[src/rtl/csr_regfile_if.sv]
// ----------------------------------------------------------------------------
// csr_regfile_if
//   Bundles the CSR access and commit signals shared between the pipeline and
//   the CSR file.
//
//   Pipeline -> CSR file:
//     csr_rnum     read address (ID/EX)
//     csr_we       write strobe, already qualified by WB valid and ~wb_ex
//     csr_num      write address
//     csr_wmask    per-bit write mask
//     csr_wvalue   write data
//     wb_ex        exception commit
//     wb_ecode     exception code
//     wb_esubcode  exception subcode
//     wb_pc        PC of the excepting instruction
//     wb_badvaddr  faulting data address
//     ertn_flush   ertn commit
//
//   CSR file -> pipeline:
//     csr_rvalue   combinational read data
//     has_int      enabled interrupt pending
//     ex_entry     exception entry (EENTRY)
//     ertn_entry   ertn return address (ERA)
// ----------------------------------------------------------------------------
interface csr_regfile_if;
  logic [13:0] csr_rnum;
  logic [31:0] csr_rvalue;
  logic        csr_we;
  logic [13:0] csr_num;
  logic [31:0] csr_wmask;
  logic [31:0] csr_wvalue;
  logic        wb_ex;
  logic [5:0]  wb_ecode;
  logic [8:0]  wb_esubcode;
  logic [31:0] wb_pc;
  logic [31:0] wb_badvaddr;
  logic        ertn_flush;
  logic        has_int;
  logic [31:0] ex_entry;
  logic [31:0] ertn_entry;

  // Pipeline side: drives accesses and commits, consumes read data and entries.
  modport master (
    output csr_rnum, csr_we, csr_num, csr_wmask, csr_wvalue,
           wb_ex, wb_ecode, wb_esubcode, wb_pc, wb_badvaddr, ertn_flush,
    input  csr_rvalue, has_int, ex_entry, ertn_entry
  );

  // CSR file side.
  modport slave (
    input  csr_rnum, csr_we, csr_num, csr_wmask, csr_wvalue,
           wb_ex, wb_ecode, wb_esubcode, wb_pc, wb_badvaddr, ertn_flush,
    output csr_rvalue, has_int, ex_entry, ertn_entry
  );
endinterface

[src/rtl/csr_regfile.sv]
// ----------------------------------------------------------------------------
// csr_regfile
//   LoongArch control/status register file. Responds to WB-stage CSR writes,
//   exception commits and ertn, serves combinational CSR reads, runs the
//   down-counting timer and raises the pending-interrupt flag.
//
//   Ports:
//     clk         clock
//     reset       synchronous reset, active-high, highest priority
//     hw_int_in   hardware interrupt lines, sampled into ESTAT.IS[9:2]
//     ipi_int_in  inter-processor interrupt, sampled into ESTAT.IS[12]
//     bus         csr_regfile_if.slave (read/write/commit bundle)
//
//   Parameters:
//     TID_RESET   reset value of TID
// ----------------------------------------------------------------------------
module csr_regfile #(
  parameter logic [31:0] TID_RESET = 32'h0
) (
  input  logic          clk,
  input  logic          reset,
  input  logic [7:0]    hw_int_in,
  input  logic          ipi_int_in,
  csr_regfile_if.slave  bus
);

  // CSR addresses
  localparam logic [13:0] CSR_CRMD   = 14'h000;
  localparam logic [13:0] CSR_PRMD   = 14'h001;
  localparam logic [13:0] CSR_ECFG   = 14'h004;
  localparam logic [13:0] CSR_ESTAT  = 14'h005;
  localparam logic [13:0] CSR_ERA    = 14'h006;
  localparam logic [13:0] CSR_BADV   = 14'h007;
  localparam logic [13:0] CSR_EENTRY = 14'h00C;
  localparam logic [13:0] CSR_SAVE0  = 14'h030;
  localparam logic [13:0] CSR_SAVE1  = 14'h031;
  localparam logic [13:0] CSR_SAVE2  = 14'h032;
  localparam logic [13:0] CSR_SAVE3  = 14'h033;
  localparam logic [13:0] CSR_TID    = 14'h040;
  localparam logic [13:0] CSR_TCFG   = 14'h041;
  localparam logic [13:0] CSR_TVAL   = 14'h042;
  localparam logic [13:0] CSR_TICLR  = 14'h044;

  // Software-writable bits per register; everything outside stays 0 forever,
  // which is what makes reserved bits read back as 0.
  localparam logic [31:0] WR_CRMD   = 32'h0000_01FF;
  localparam logic [31:0] WR_PRMD   = 32'h0000_0007;
  localparam logic [31:0] WR_ECFG   = 32'h0000_1BFF;
  localparam logic [31:0] WR_ESTAT  = 32'h0000_0003;
  localparam logic [31:0] WR_EENTRY = 32'hFFFF_FFC0;
  localparam logic [31:0] WR_FULL   = 32'hFFFF_FFFF;

  localparam logic [5:0]  ECODE_ADE  = 6'h08;
  localparam logic [5:0]  ECODE_ALE  = 6'h09;
  localparam logic [8:0]  ESUB_ADEF  = 9'h000;

  // Masked merge of a software write into an old value, restricted to the
  // register's writable bits.
  function automatic logic [31:0] mask_merge(
    input logic [31:0] old_val,
    input logic [31:0] wvalue,
    input logic [31:0] wmask,
    input logic [31:0] wr_bits
  );
    logic [31:0] eff_mask;
    eff_mask   = wmask & wr_bits;
    mask_merge = (old_val & ~eff_mask) | (wvalue & eff_mask);
  endfunction

  // Architectural state
  logic [31:0] crmd_r, prmd_r, ecfg_r, estat_r, era_r, badv_r, eentry_r;
  logic [31:0] save0_r, save1_r, save2_r, save3_r, tid_r, tcfg_r, tval_r;
  logic        armed_r;

  // Next-state values
  logic [31:0] crmd_nxt_s, prmd_nxt_s, ecfg_nxt_s, estat_nxt_s, era_nxt_s;
  logic [31:0] badv_nxt_s, eentry_nxt_s;
  logic [31:0] save0_nxt_s, save1_nxt_s, save2_nxt_s, save3_nxt_s;
  logic [31:0] tid_nxt_s, tcfg_nxt_s, tval_nxt_s;
  logic        armed_nxt_s;

  // Software-merged candidates and write decode
  logic [31:0] crmd_sw_s, prmd_sw_s;
  logic        crmd_we_s, prmd_we_s, ecfg_we_s, estat_we_s, era_we_s;
  logic        badv_we_s, eentry_we_s, save0_we_s, save1_we_s, save2_we_s;
  logic        save3_we_s, tid_we_s, tcfg_we_s, ticlr_we_s;
  logic        ticlr_clr_s, timer_fire_s;
  logic [31:0] rdata_s;

  assign crmd_we_s   = bus.csr_we && (bus.csr_num == CSR_CRMD);
  assign prmd_we_s   = bus.csr_we && (bus.csr_num == CSR_PRMD);
  assign ecfg_we_s   = bus.csr_we && (bus.csr_num == CSR_ECFG);
  assign estat_we_s  = bus.csr_we && (bus.csr_num == CSR_ESTAT);
  assign era_we_s    = bus.csr_we && (bus.csr_num == CSR_ERA);
  assign badv_we_s   = bus.csr_we && (bus.csr_num == CSR_BADV);
  assign eentry_we_s = bus.csr_we && (bus.csr_num == CSR_EENTRY);
  assign save0_we_s  = bus.csr_we && (bus.csr_num == CSR_SAVE0);
  assign save1_we_s  = bus.csr_we && (bus.csr_num == CSR_SAVE1);
  assign save2_we_s  = bus.csr_we && (bus.csr_num == CSR_SAVE2);
  assign save3_we_s  = bus.csr_we && (bus.csr_num == CSR_SAVE3);
  assign tid_we_s    = bus.csr_we && (bus.csr_num == CSR_TID);
  assign tcfg_we_s   = bus.csr_we && (bus.csr_num == CSR_TCFG);
  assign ticlr_we_s  = bus.csr_we && (bus.csr_num == CSR_TICLR);
  assign ticlr_clr_s = ticlr_we_s && bus.csr_wvalue[0] && bus.csr_wmask[0];

  assign crmd_sw_s = crmd_we_s ? mask_merge(crmd_r, bus.csr_wvalue, bus.csr_wmask, WR_CRMD) : crmd_r;
  assign prmd_sw_s = prmd_we_s ? mask_merge(prmd_r, bus.csr_wvalue, bus.csr_wmask, WR_PRMD) : prmd_r;

  // CRMD/PRMD: exception entry and ertn override the PLV/IE software write.
  always_comb begin
    crmd_nxt_s = crmd_sw_s;
    prmd_nxt_s = prmd_sw_s;
    if (bus.wb_ex) begin
      crmd_nxt_s[2:0] = 3'b000;
      prmd_nxt_s[2:0] = crmd_r[2:0];
    end else if (bus.ertn_flush) begin
      crmd_nxt_s[2:0] = prmd_r[2:0];
    end else begin
      crmd_nxt_s[2:0] = crmd_sw_s[2:0];
    end
  end

  // Simple software-only registers.
  always_comb begin
    ecfg_nxt_s   = ecfg_we_s   ? mask_merge(ecfg_r,   bus.csr_wvalue, bus.csr_wmask, WR_ECFG)   : ecfg_r;
    eentry_nxt_s = eentry_we_s ? mask_merge(eentry_r, bus.csr_wvalue, bus.csr_wmask, WR_EENTRY) : eentry_r;
    save0_nxt_s  = save0_we_s  ? mask_merge(save0_r,  bus.csr_wvalue, bus.csr_wmask, WR_FULL)   : save0_r;
    save1_nxt_s  = save1_we_s  ? mask_merge(save1_r,  bus.csr_wvalue, bus.csr_wmask, WR_FULL)   : save1_r;
    save2_nxt_s  = save2_we_s  ? mask_merge(save2_r,  bus.csr_wvalue, bus.csr_wmask, WR_FULL)   : save2_r;
    save3_nxt_s  = save3_we_s  ? mask_merge(save3_r,  bus.csr_wvalue, bus.csr_wmask, WR_FULL)   : save3_r;
    tid_nxt_s    = tid_we_s    ? mask_merge(tid_r,    bus.csr_wvalue, bus.csr_wmask, WR_FULL)   : tid_r;
  end

  // ERA and BADV: exception capture has priority over software writes.
  always_comb begin
    era_nxt_s  = era_r;
    badv_nxt_s = badv_r;
    if (bus.wb_ex) begin
      era_nxt_s = bus.wb_pc;
      if ((bus.wb_ecode == ECODE_ADE) && (bus.wb_esubcode == ESUB_ADEF)) begin
        badv_nxt_s = bus.wb_pc;
      end else if (bus.wb_ecode == ECODE_ALE) begin
        badv_nxt_s = bus.wb_badvaddr;
      end else begin
        badv_nxt_s = badv_r;
      end
    end else begin
      era_nxt_s  = era_we_s  ? mask_merge(era_r,  bus.csr_wvalue, bus.csr_wmask, WR_FULL) : era_r;
      badv_nxt_s = badv_we_s ? mask_merge(badv_r, bus.csr_wvalue, bus.csr_wmask, WR_FULL) : badv_r;
    end
  end

  // Timer: a TCFG write reloads and (re)arms without counting that cycle;
  // a one-shot disarms itself on expiry so it cannot fire again.
  always_comb begin
    tcfg_nxt_s   = tcfg_we_s ? mask_merge(tcfg_r, bus.csr_wvalue, bus.csr_wmask, WR_FULL) : tcfg_r;
    tval_nxt_s   = tval_r;
    armed_nxt_s  = armed_r;
    timer_fire_s = 1'b0;
    if (tcfg_we_s) begin
      tval_nxt_s  = {tcfg_nxt_s[31:2], 2'b00};
      armed_nxt_s = tcfg_nxt_s[0];
    end else if (tcfg_r[0] && armed_r) begin
      if (tval_r != 32'd0) begin
        tval_nxt_s = tval_r - 32'd1;
      end else begin
        timer_fire_s = 1'b1;
        if (tcfg_r[1]) begin
          tval_nxt_s = {tcfg_r[31:2], 2'b00};
        end else begin
          armed_nxt_s = 1'b0;
        end
      end
    end else begin
      tval_nxt_s = tval_r;
    end
  end

  // ESTAT: sampled interrupt lines, timer flag (set beats clear) and the
  // exception cause captured on commit.
  always_comb begin
    estat_nxt_s       = estat_r;
    estat_nxt_s[1:0]  = estat_we_s ? mask_merge(estat_r, bus.csr_wvalue, bus.csr_wmask, WR_ESTAT) >> 0 : estat_r[1:0];
    estat_nxt_s[9:2]  = hw_int_in;
    estat_nxt_s[10]   = 1'b0;
    estat_nxt_s[12]   = ipi_int_in;
    if (timer_fire_s) begin
      estat_nxt_s[11] = 1'b1;
    end else if (ticlr_clr_s) begin
      estat_nxt_s[11] = 1'b0;
    end else begin
      estat_nxt_s[11] = estat_r[11];
    end
    if (bus.wb_ex) begin
      estat_nxt_s[21:16] = bus.wb_ecode;
      estat_nxt_s[30:22] = bus.wb_esubcode;
    end else begin
      estat_nxt_s[30:16] = estat_r[30:16];
    end
  end

  // State register with synchronous reset taking priority over every update.
  always_ff @(posedge clk) begin
    if (reset) begin
      crmd_r   <= 32'h0000_0008;
      prmd_r   <= 32'h0;
      ecfg_r   <= 32'h0;
      estat_r  <= 32'h0;
      era_r    <= 32'h0;
      badv_r   <= 32'h0;
      eentry_r <= 32'h0;
      save0_r  <= 32'h0;
      save1_r  <= 32'h0;
      save2_r  <= 32'h0;
      save3_r  <= 32'h0;
      tid_r    <= TID_RESET;
      tcfg_r   <= 32'h0;
      tval_r   <= 32'h0;
      armed_r  <= 1'b0;
    end else begin
      crmd_r   <= crmd_nxt_s;
      prmd_r   <= prmd_nxt_s;
      ecfg_r   <= ecfg_nxt_s;
      estat_r  <= estat_nxt_s;
      era_r    <= era_nxt_s;
      badv_r   <= badv_nxt_s;
      eentry_r <= eentry_nxt_s;
      save0_r  <= save0_nxt_s;
      save1_r  <= save1_nxt_s;
      save2_r  <= save2_nxt_s;
      save3_r  <= save3_nxt_s;
      tid_r    <= tid_nxt_s;
      tcfg_r   <= tcfg_nxt_s;
      tval_r   <= tval_nxt_s;
      armed_r  <= armed_nxt_s;
    end
  end

  // Combinational read mux; reads see the pre-write register contents.
  always_comb begin
    rdata_s = 32'h0;
    case (bus.csr_rnum)
      CSR_CRMD:   rdata_s = crmd_r;
      CSR_PRMD:   rdata_s = prmd_r;
      CSR_ECFG:   rdata_s = ecfg_r;
      CSR_ESTAT:  rdata_s = estat_r;
      CSR_ERA:    rdata_s = era_r;
      CSR_BADV:   rdata_s = badv_r;
      CSR_EENTRY: rdata_s = eentry_r;
      CSR_SAVE0:  rdata_s = save0_r;
      CSR_SAVE1:  rdata_s = save1_r;
      CSR_SAVE2:  rdata_s = save2_r;
      CSR_SAVE3:  rdata_s = save3_r;
      CSR_TID:    rdata_s = tid_r;
      CSR_TCFG:   rdata_s = tcfg_r;
      CSR_TVAL:   rdata_s = tval_r;
      CSR_TICLR:  rdata_s = 32'h0;
      default:    rdata_s = 32'h0;
    endcase
  end

  assign bus.csr_rvalue = rdata_s;
  assign bus.has_int    = crmd_r[2] & (|(estat_r[12:0] & ecfg_r[12:0]));
  assign bus.ex_entry   = eentry_r;
  assign bus.ertn_entry = era_r;

endmodule

[src/flat_wrapper.sv]
// flat-port wrapper written by rule: the top's interface ports become plain ports
module csr_regfile_flat 
#(
  parameter logic [31:0] TID_RESET = 32'h0
)
  (clk, reset, hw_int_in, ipi_int_in, bus_csr_rnum, bus_csr_we, bus_csr_num, bus_csr_wmask, bus_csr_wvalue, bus_wb_ex, bus_wb_ecode, bus_wb_esubcode, bus_wb_pc, bus_wb_badvaddr, bus_ertn_flush, bus_csr_rvalue, bus_has_int, bus_ex_entry, bus_ertn_entry);
  csr_regfile_if bus_i ();
  input  logic clk;
  input  logic reset;
  input  logic [7:0] hw_int_in;
  input  logic ipi_int_in;
  input wire logic [$bits(bus_i.csr_rnum)-1:0] bus_csr_rnum;
  input wire logic [$bits(bus_i.csr_we)-1:0] bus_csr_we;
  input wire logic [$bits(bus_i.csr_num)-1:0] bus_csr_num;
  input wire logic [$bits(bus_i.csr_wmask)-1:0] bus_csr_wmask;
  input wire logic [$bits(bus_i.csr_wvalue)-1:0] bus_csr_wvalue;
  input wire logic [$bits(bus_i.wb_ex)-1:0] bus_wb_ex;
  input wire logic [$bits(bus_i.wb_ecode)-1:0] bus_wb_ecode;
  input wire logic [$bits(bus_i.wb_esubcode)-1:0] bus_wb_esubcode;
  input wire logic [$bits(bus_i.wb_pc)-1:0] bus_wb_pc;
  input wire logic [$bits(bus_i.wb_badvaddr)-1:0] bus_wb_badvaddr;
  input wire logic [$bits(bus_i.ertn_flush)-1:0] bus_ertn_flush;
  output wire logic [$bits(bus_i.csr_rvalue)-1:0] bus_csr_rvalue;
  output wire logic [$bits(bus_i.has_int)-1:0] bus_has_int;
  output wire logic [$bits(bus_i.ex_entry)-1:0] bus_ex_entry;
  output wire logic [$bits(bus_i.ertn_entry)-1:0] bus_ertn_entry;
  assign bus_i.csr_rnum = bus_csr_rnum;
  assign bus_i.csr_we = bus_csr_we;
  assign bus_i.csr_num = bus_csr_num;
  assign bus_i.csr_wmask = bus_csr_wmask;
  assign bus_i.csr_wvalue = bus_csr_wvalue;
  assign bus_i.wb_ex = bus_wb_ex;
  assign bus_i.wb_ecode = bus_wb_ecode;
  assign bus_i.wb_esubcode = bus_wb_esubcode;
  assign bus_i.wb_pc = bus_wb_pc;
  assign bus_i.wb_badvaddr = bus_wb_badvaddr;
  assign bus_i.ertn_flush = bus_ertn_flush;
  assign bus_csr_rvalue = bus_i.csr_rvalue;
  assign bus_has_int = bus_i.has_int;
  assign bus_ex_entry = bus_i.ex_entry;
  assign bus_ertn_entry = bus_i.ertn_entry;
  csr_regfile #(.TID_RESET(TID_RESET)) u_core (.clk(clk), .reset(reset), .hw_int_in(hw_int_in), .ipi_int_in(ipi_int_in), .bus(bus_i));
endmodule
[config.mk]
export PLATFORM = sky130hd
export DESIGN_NAME = csr_regfile_flat
export DESIGN_NICKNAME = d
export VERILOG_FILES = /design/src/rtl/csr_regfile_if.sv /design/src/rtl/csr_regfile.sv /design/src/flat_wrapper.sv
export SDC_FILE = /design/constraint.sdc
export NUM_CORES = 1
export LEC_CHECK = 0
export ABC_AREA = 0
export ABC_CLOCK_PERIOD_IN_PS = 2800
export CAP_MARGIN = 20
export CELL_PAD_IN_SITES_DETAIL_PLACEMENT = 1
export CELL_PAD_IN_SITES_GLOBAL_PLACEMENT = 1
export CORE_UTILIZATION = 41
export CTS_BUF_LIST = sky130_fd_sc_hd__clkbuf_16
export DETAILED_ROUTE_END_ITERATION = 8
export MAX_ROUTING_LAYER = met4
export PLACE_DENSITY = 0.88
export SLEW_MARGIN = 20
export SYNTH_ARGS = -nofsm -noshare
export SYNTH_HDL_FRONTEND = slang
export SYNTH_SLANG_ARGS = --single-unit
[constraint.sdc]
create_clock -name clk -period 2.8 [get_ports clk]
set_input_delay 0.28 -clock clk [delete_from_list [all_inputs] [get_ports clk]]
set_output_delay 0.28 -clock clk [all_outputs]
set_load 0.05 [all_outputs]
## Word level (Yosys, flattened, before mapping)

Index checks and enable logic that the tools add are counted.
Widths: inputs -> output; s select.

- Bitwise logic cells: 40
- Multiplexer cells: 25
- Add/subtract/negate cells: 1
- Equality and inequality tests: 31
- Reduce and logical (&&, ||, !) cells: 37

Operators with widths:

| cell | number |
|---|---|
| $and 32x32->32 | 14 |
| $pmux 32 s14 | 1 |
| $or 32x32->32 | 12 |
| $mux 32 | 11 |
| $eq 14x3->1 const B | 8 |
| $eq 14x6->1 const B | 8 |
| $eq 14x7->1 const B | 6 |
| $not 32->32 | 2 |
| $and 32x13->32 | 1 |
| $and 32x3->32 | 1 |
| $and 32x9->32 | 1 |
| $not 13->32 | 1 |
| $not 3->32 | 1 |
| $not 9->32 | 1 |
| $reduce_bool 32->1 | 1 |
| $sub 32x1->32 const B | 1 |
| $eq 14x1->1 const B | 2 |
| $eq 14x4->1 const B | 2 |
| $logic_not 14->1 | 2 |
| $logic_and 1x1->1 | 18 |
| $reduce_bool 2->1 | 7 |
| $and 13x13->13 | 1 |
| $reduce_or 13->1 | 1 |
| $eq 6x4->1 const B | 2 |
| other kinds (14) | 29 |

- Register bits: 444
- Word-level logic and storage cells: 156
- Input bits: 185
- Output and inout port bits: 97

## Depth between registers and ports, before layout

Gate-level depths: netlist of the first run.

- Word-level depth: 6
- Gate-level depth with buffers: 10
- Depth with buffers taken out: 8

## Worst setup path after synthesis of the first run

Ideal clock, no wire load.

- Kind: input to output
- Start: input bus_csr_rnum[11]
- End: output bus_csr_rvalue[12]
- Data arrival time: 2492 ps
- Slack: 28 ps
- Required time: 2520 ps
- Buffers on the path: 3
- Cell stages on the path: 9
- Path through: or4_1 -> clkbuf_1 -> nor4_2 -> buf_2 -> buf_2 -> nand2_1 -> nand2_1 -> a21oi_1 -> nand3_1

- Longest elaborated chain between the ends: 2

RTL lines:

| item | line | RTL |
|---|---|---|
| from (decl) | flat_wrapper.sv:12 | `input wire logic [$bits(bus_i.csr_rnum)-1:0] bus_csr_rnum;` |
| $eq 14x7->1, or another cell as far along | csr_regfile.sv:242 | `case (bus.csr_rnum)` |
| $pmux 32 s14 * | csr_regfile.sv:242 |  |
| to (decl) | flat_wrapper.sv:23 | `output wire logic [$bits(bus_i.csr_rvalue)-1:0] bus_csr_rvalue;` |

Every way passes the cells marked *; elsewhere a longest branch is shown, timed or not.

==> results_dict.tcl, run 1 <==
set metrics [dict create \
    worst_slew_margin_rel_pct 35.1 \
    syn-instance-count 2525 \
    worst_setup_path_start_kind "flop" \
    reg2reg_from "u_core.tval_r[7]" \
    ys_ff_latch 366 \
    clk_transition_reported_paths_ns 0.06 \
    route.antenna.remaining_nets 0 \
    stdcell_count 3495 \
    numCtsBuffers 43 \
    required_time_of_the_critical_path_ns 2.52 \
    cp-end-kind "primary output" \
    clock-root-buffer "clkbuf_16" \
    tritoncts "done" \
    power.leakage_nw 11.5 \
    maximum_number_of_pins_on_one_net_before_global_route_repair 89 \
    finish.utilization_pct 56.0 \
    dpl.hpwl_um 69100 \
    placement.io_buffers 275 \
    synth_top_cell_area_share_pct 36.4 \
    flow.area_growth_from_synthesis_pct 33.8 \
    hold_path_startpoint "reset" \
    worst-endpoint-arrival_ns 2.51 \
    detail_route.wirelength_um 95100 \
    global_route.overflow_total 0 \
    post_cts_hold_buffer_count 0 \
    final-setup-viol-count 0 \
    synth.cell_area_um2 20100 \
    holdCritPathClass "input pin to flop" \
    first_global_vias 22800 \
    cellInternalPower_mw 9.02 \
    die_width_um 223 \
    grt_usage_pct 38.3 \
    share_of_the_cycle_needed_by_the_critical_path_after_routing_pct 99.5 \
    io_pins 282 \
    floorplan.core_area_um2 48000 \
    synthMostInstantiatedCell "nand2_1" \
    drt-pass1-iter-count 6 \
    die-area_um2 49900 \
    drc 0 \
    rows 80 \
    die_h_um 223 \
    final-max-slew-violation-count 0 \
    clock_tree.htree_level_count 2 \
    yosys_most_used_dff "dfxtp_1" \
    cts_sinks 366 \
    crit_path_buf_inv_count 1 \
    synth_seq_area_share_pct 36.4 \
    dpl.cell_count 3399 \
    fmax_mhz 359 \
    critPathMaxStageDelay_ns 0.56 \
    post_synth_most_frequent_cells "389 x nand2_1, 366 x dfxtp_1, 294 x nor2_1, 251 x mux2i_1, 184 x clkbuf_1" \
    path_class "flop to primary output" \
    max_slew.worst_pin.slew_ns 0.971 \
    yosys_warnings 0 \
    initialDrtViolationCount 2463 \
    grt_pass1_wl_um 142000 \
    drv.max_cap_violation_count 0 \
    routed_wire_length_per_instance_um 27.2 \
    syn_area_per_cell_um2 7.97 \
    clock_latency_ns 0.60 \
    net_switching_mw 3.47 \
    power.combinational.fraction_pct 12.6 \
    share_of_post_route_cells_with_drive_strength_above_1_pct 16.0 \
    avgViaCountPerCell 6.38 \
    critical_path.cell_chain "mux4_2 > a222oi_1 > a21boi_0 > nand3_1 > buf_12" \
    synth_largest_area_cell "dfxtp_1" \
    clk_path_buf_depth 3 \
    nets 3032 \
    dpl_worst_slack_ns -0.461 \
    seqPwrFrac_pct 42.8 \
    initial_cell_density_of_the_core_pct 41.9 \
    fin_clk_skew_ns 0.0189 \
    synth_top_cells_by_area "dfxtp_1 36%, mux2i_1 12%, nand2_1 7.3%" \
    path_max_fanout 3 \
    globalplace.congestion 1.00 \
    sw_frac_of_total_pct 27.8 \
    worst-r2r-setup-slack_ns 0.17 \
    route.vias.total 22300 \
    fillers 5634 \
    max-vdd-ir-drop_uv 368 \
    timing.critical_path.max_delay_family "compound AO/OA/AOI/OAI gates" \
    final_hold_viol_count 0 \
    synth-async-reset-ratio_pct 0 \
    final.min_clock_period_ns 2.79 \
    status "completed" \
    synth_edf_count 0 \
    clkPwrFrac_pct 44.7 \
    pwr_density_cell_nw_per_um2 464 \
    grt_antenna_before_repair 2 \
    synth_cell_type_count 75 \
    slowest_stage "mux4_2" \
    setup_ws_ns 0.0147 \
]
==> path summary, 6_finish.rpt <==
| check | to | depth (start not counted) |
|---|---|---|
| worst min-delay path | flop | 2 |
| worst max-delay path | bus_csr_rvalue[9] | 5 |
| worst max register to register | u_core.tval_r[29] | 5 |
| worst min register to register | flop | 1 |
==> cell families (layout without fill, tap and decap cells) <==
kind of cell / after synthesis / count (layout) / share of synthesized area, %
mux: 282 / 282 / 14.9
buf+inv: 321 / 668 / 6.37
compound gates: 551 / 551 / 19.0
other cells: 1 / 9 / 0.0186
flops: 366 / 366 / 36.4
xor+xnor: 16 / 16 / 0.697
fa+ha+maj: 2 / 2 / 0.124
simple gates: 986 / 986 / 22.5
==> worst register-to-register path: stages, from the launching register on <==
cell and delay [ns]:
dfxtp_1 0.38, or4_4 0.65, nor4_4 0.45, nand4_1 0.23
or4_1 0.47, a311o_1 0.35
==> timing repair <==
item,CTS,global route
gates resized for setup,50,22
setup buffers,9,6
endpoints found under the setup margin,32,32
pin swaps,15,13
gates cloned,1,0
==> layout make-up <==
class	instances	area, um^2	area share [%]
antenna	3	7.51	0.0279
clock buffer	44	1100	4.09
clock inverter	33	248	0.921
inverter	72	270	1.00
multi-input combinational	1843	11800	44.0
sequential	366	7330	27.2
tap	615	769	2.86
timing repair buffer	519	5350	19.9
==> layout by cell type, fill, tap and decap left out, types with 9 or more instances in the layout <==
| master | instances |
|---|---|
| a21oi_1 | 135 |
| or2_2 | 24 |
| dfxtp_1 | 364 |
| o21ai_0 | 85 |
| a221o_1 | 16 |
| a221oi_2 | 10 |
| nor4_1 | 14 |
| nand2b_1 | 39 |
| or3_1 | 9 |
| buf_4 | 205 |
| or4_1 | 27 |
| a222oi_1 | 17 |
| inv_1 | 80 |
| nor2b_1 | 11 |
| o31ai_1 | 21 |
| a221oi_1 | 42 |
| a22o_1 | 20 |
| xnor2_1 | 9 |
| o32ai_1 | 21 |
| nor3b_1 | 22 |
| a311oi_1 | 15 |
| clkdlybuf4s50_1 | 226 |
| nand4_1 | 14 |
| mux2i_1 | 251 |
| nor3_1 | 14 |
| o21a_1 | 18 |
| nor2_1 | 291 |
| mux2_2 | 19 |
| nand3_1 | 74 |
| a211o_1 | 17 |
| a31oi_1 | 19 |
| nand2_1 | 388 |
| a22oi_1 | 44 |
| clkbuf_16 | 44 |
| a211oi_1 | 12 |
| buf_12 | 63 |
| o22ai_1 | 10 |
| mux4_2 | 12 |
==> routing by layer <==
layer / GRT usage [%] / up-vias / routed length [um]
li1: - / 9629 / -
met1: 50.0 / 11200 / 39600
met2: 58.1 / 1234 / 42800
met3: 7.32 / 232 / 9180
met4: 15.3 / 0 / 3490
met5: - / - / 0
==> per-stage QoR <==
step                      TNS [ns]  power (mW)  area [um^2]  hold slack (ns)
after global routing      -0.00783        12.7        26900            0.169
final                            0        12.5        26900            0.143
after CTS                  -0.0191        12.5        26800            0.123
after global placement      -10.84        6.91        25100            0.432
after detailed placement    -14.11        6.96        25100            0.447
after floorplan                  0        6.14        20100            0.403
==> power groups by stage <==
stage               logic (mW)  registers, mW  clock network (mW)
floorplan                0.589           5.55                   0
global placement          1.46           5.45                   0
detailed placement        1.50           5.45                   0
CTS                       1.52           5.34                5.59
global route              1.62           5.35                5.77
finish                    1.57           5.34                5.58
Power figures use the tool's default switching activity.
==> inputs of run 2 (changes only) <==
ABC_CLOCK_PERIOD_IN_PS = 2400   (was 2800)
CORE_UTILIZATION = 37   (was 41)
CTS_CLUSTER_DIAMETER = 100   (was unset)
PLACE_DENSITY = 0.84   (was 0.88)
clock period = 2.4 ns   (was 2.8 ns; I/O delays follow)
==> run 2 against run 1 <==
The run now ends with setup timing left. Final cell count up 6.0%. Combinational power up 27%. Total power up 17%. Critical path depth up 1. Hold slack worse by 0.12 ns.
==> results_dict.tcl, run 2 (synthesis results as in run 1) <==
set metrics [dict create \
    die_h_um 235 \
    pwr_density_cell_nw_per_um2 501 \
    detail_route.wirelength_um 109000 \
    cp-end-kind "primary output" \
    grt_usage_pct 37.0 \
    power.leakage_nw 12.6 \
    share_of_the_cycle_needed_by_the_critical_path_after_routing_pct 121 \
    avgViaCountPerCell 6.45 \
    numCtsBuffers 43 \
    route.vias.total 23900 \
    tritoncts "done" \
    worst_setup_path_start_kind "flop" \
    final-setup-viol-count 63 \
    clk_path_buf_depth 3 \
    status "finished with violations" \
    fmax_mhz 344 \
    drt-pass1-iter-count 8 \
    worst-r2r-setup-slack_ns -0.08 \
    drv.max_cap_violation_count 0 \
    sw_frac_of_total_pct 28.5 \
    clock_tree.htree_level_count 2 \
    critical_path.cell_chain "mux4_2 > a222oi_1 > buf_4 > a21boi_2 > nand3_2 > buf_12" \
    clock_latency_ns 0.59 \
    clock-root-buffer "clkbuf_16" \
    grt_antenna_before_repair 3 \
    stdcell_area_um2 29100 \
    post_cts_hold_buffer_count 0 \
    globalplace.congestion 0.974 \
    grt_setup_unrepaired "yes" \
    final_hold_viol_count 0 \
    clk_transition_reported_paths_ns 0.07 \
    holdCritPathClass "input pin to flop" \
    die_width_um 235 \
    max_slew.worst_pin.slew_ns 0.877 \
    worst-endpoint-arrival_ns 2.67 \
    route.antenna.remaining_nets 0 \
    timing.critical_path.max_delay_family "compound AO/OA/AOI/OAI gates" \
    routed_wire_length_per_instance_um 29.5 \
    die-area_um2 55300 \
    net_switching_mw 4.14 \
    drc 0 \
    fin_clk_skew_ns 0.0153 \
    layout_commonest_cell "nand2_1" \
    dpl.cell_count 3578 \
    dpl_worst_slack_ns -0.616 \
    reg2reg_from "u_core.tval_r[5]" \
    first_global_vias 24200 \
    final.min_clock_period_ns 2.91 \
    cellInternalPower_mw 10.4 \
    postPlaceCellArea_um2 26300 \
    most-common-layout-cells "382 x nand2_1, 333 x dfxtp_1, 286 x buf_4" \
    report.power.total_mw 14.6 \
    max-vdd-ir-drop_uv 447 \
    required_time_of_the_critical_path_ns 2.16 \
    initialDrtViolationCount 3143 \
    rr_worst_depth 5 \
    io_pins 282 \
    global_route.overflow_total 0 \
    fin_worst_hold_slack_ns 0.0204 \
    placement.io_buffers 275 \
    crit_path_end "bus_csr_rvalue[9]" \
    flow.area_growth_from_synthesis_pct 44.6 \
    worst_slew_margin_rel_pct 41.4 \
    clkPwrFrac_pct 43.5 \
    path_max_fanout 3 \
    cts_sinks 366 \
    power.combinational.fraction_pct 13.8 \
    critPathMaxStageDelay_ns 0.56 \
    floorplan.core_area_um2 53800 \
    dpl.hpwl_um 72400 \
    seqPwrFrac_pct 42.8 \
    nets 3163 \
    stdcell_count 3705 \
    path_class "flop to primary output" \
    crit-reg2reg-capture "u_core.tval_r[29]" \
    maximum_number_of_pins_on_one_net_before_global_route_repair 109 \
    share_of_post_route_cells_with_drive_strength_above_1_pct 24.0 \
    final-max-slew-violation-count 0 \
    failed_checks "setup timing" \
    rows 85 \
    initial_cell_density_of_the_core_pct 37.4 \
    grt_pass1_wl_um 152000 \
    crit_path_buf_inv_count 2 \
    setup_ws_ns -0.510 \
    slowest_stage "a222oi_1" \
    path_depth 6 \
]
run 2: changes by cell type in the layout (fill, tap and decap cells not counted), moves of 14 or more:
cell     before  now
buf_4       205  286
dfxtp_1     364  333
dfxtp_2       2   33
nand3_1      74   49
a21oi_1     135  119
buf_6         7   40
nand3_2       5   19
run 2: final cells by class:
class | count | area, um^2
fill | 6156 | 24700
multi-input combinational | 1843 | 12600
sequential | 366 | 7370
timing repair buffer | 650 | 6700
clock buffer | 45 | 1130
tap | 696 | 871
inverter | 72 | 270
clock inverter | 30 | 155
antenna | 3 | 7.51
run 2: timing repair:
item / in CTS / in global routing
gates cloned: 4 / 3
setup endpoints to repair: 45 / 50
gates resized for setup: 199 / 94
endpoints found under the hold margin: 0 / 0
setup buffers: 34 / 16
pin swaps: 57 / 48
run 2: power groups by stage:
stage | sequential [mW] | clock, mW | combinational (mW)
floorplan | 6.48 | 0 | 0.691
detailed placement | 6.36 | 0 | 1.82
global route | 6.23 | 6.54 | 2.05
global placement | 6.36 | 0 | 1.76
finish | 6.23 | 6.33 | 2.00
CTS | 6.22 | 6.25 | 1.89
run 2: metal layers:
layer  vias up  routed length, um  GRT usage (%)
met5         -                  0              -
met4         0               6290           16.4
met1     11900              42900           47.7
li1       9884                  -              -
met3       468              11600           6.52
met2      1668              48700           56.6
run 2: worst min path at each step:
stage,from,to,cells after the start
after floorplan,bus_ertn_flush,flop,1
after global placement,flop,flop,1
after detailed placement,flop,flop,2
after CTS,reset,flop,2
after global routing,reset,u_core.tcfg_r[29],2
final,reset,flop,2
run 2: per-stage QoR:
| stage | setup TNS [ns] | util (%) |
|---|---|---|
| 3_5_place_dp | -85.89 | 48.8 |
| 2_1_floorplan | -0.138 | - |
| 4_1_cts | -4.65 | 53.0 |
| 6_report | -8.84 | 54.0 |
| 5_1_grt | -10.69 | 54.0 |
| 3_3_place_gp | -66.46 | 48.8 |
run 2: worst reg2reg max path, delay by kind of cell, from the launching register on:
kind | cells | cell delay (ns)
DFF | 1 | 0.32
and+or+nand+nor | 4 | 1.69
AOI/OAI and AO/OA | 1 | 0.35
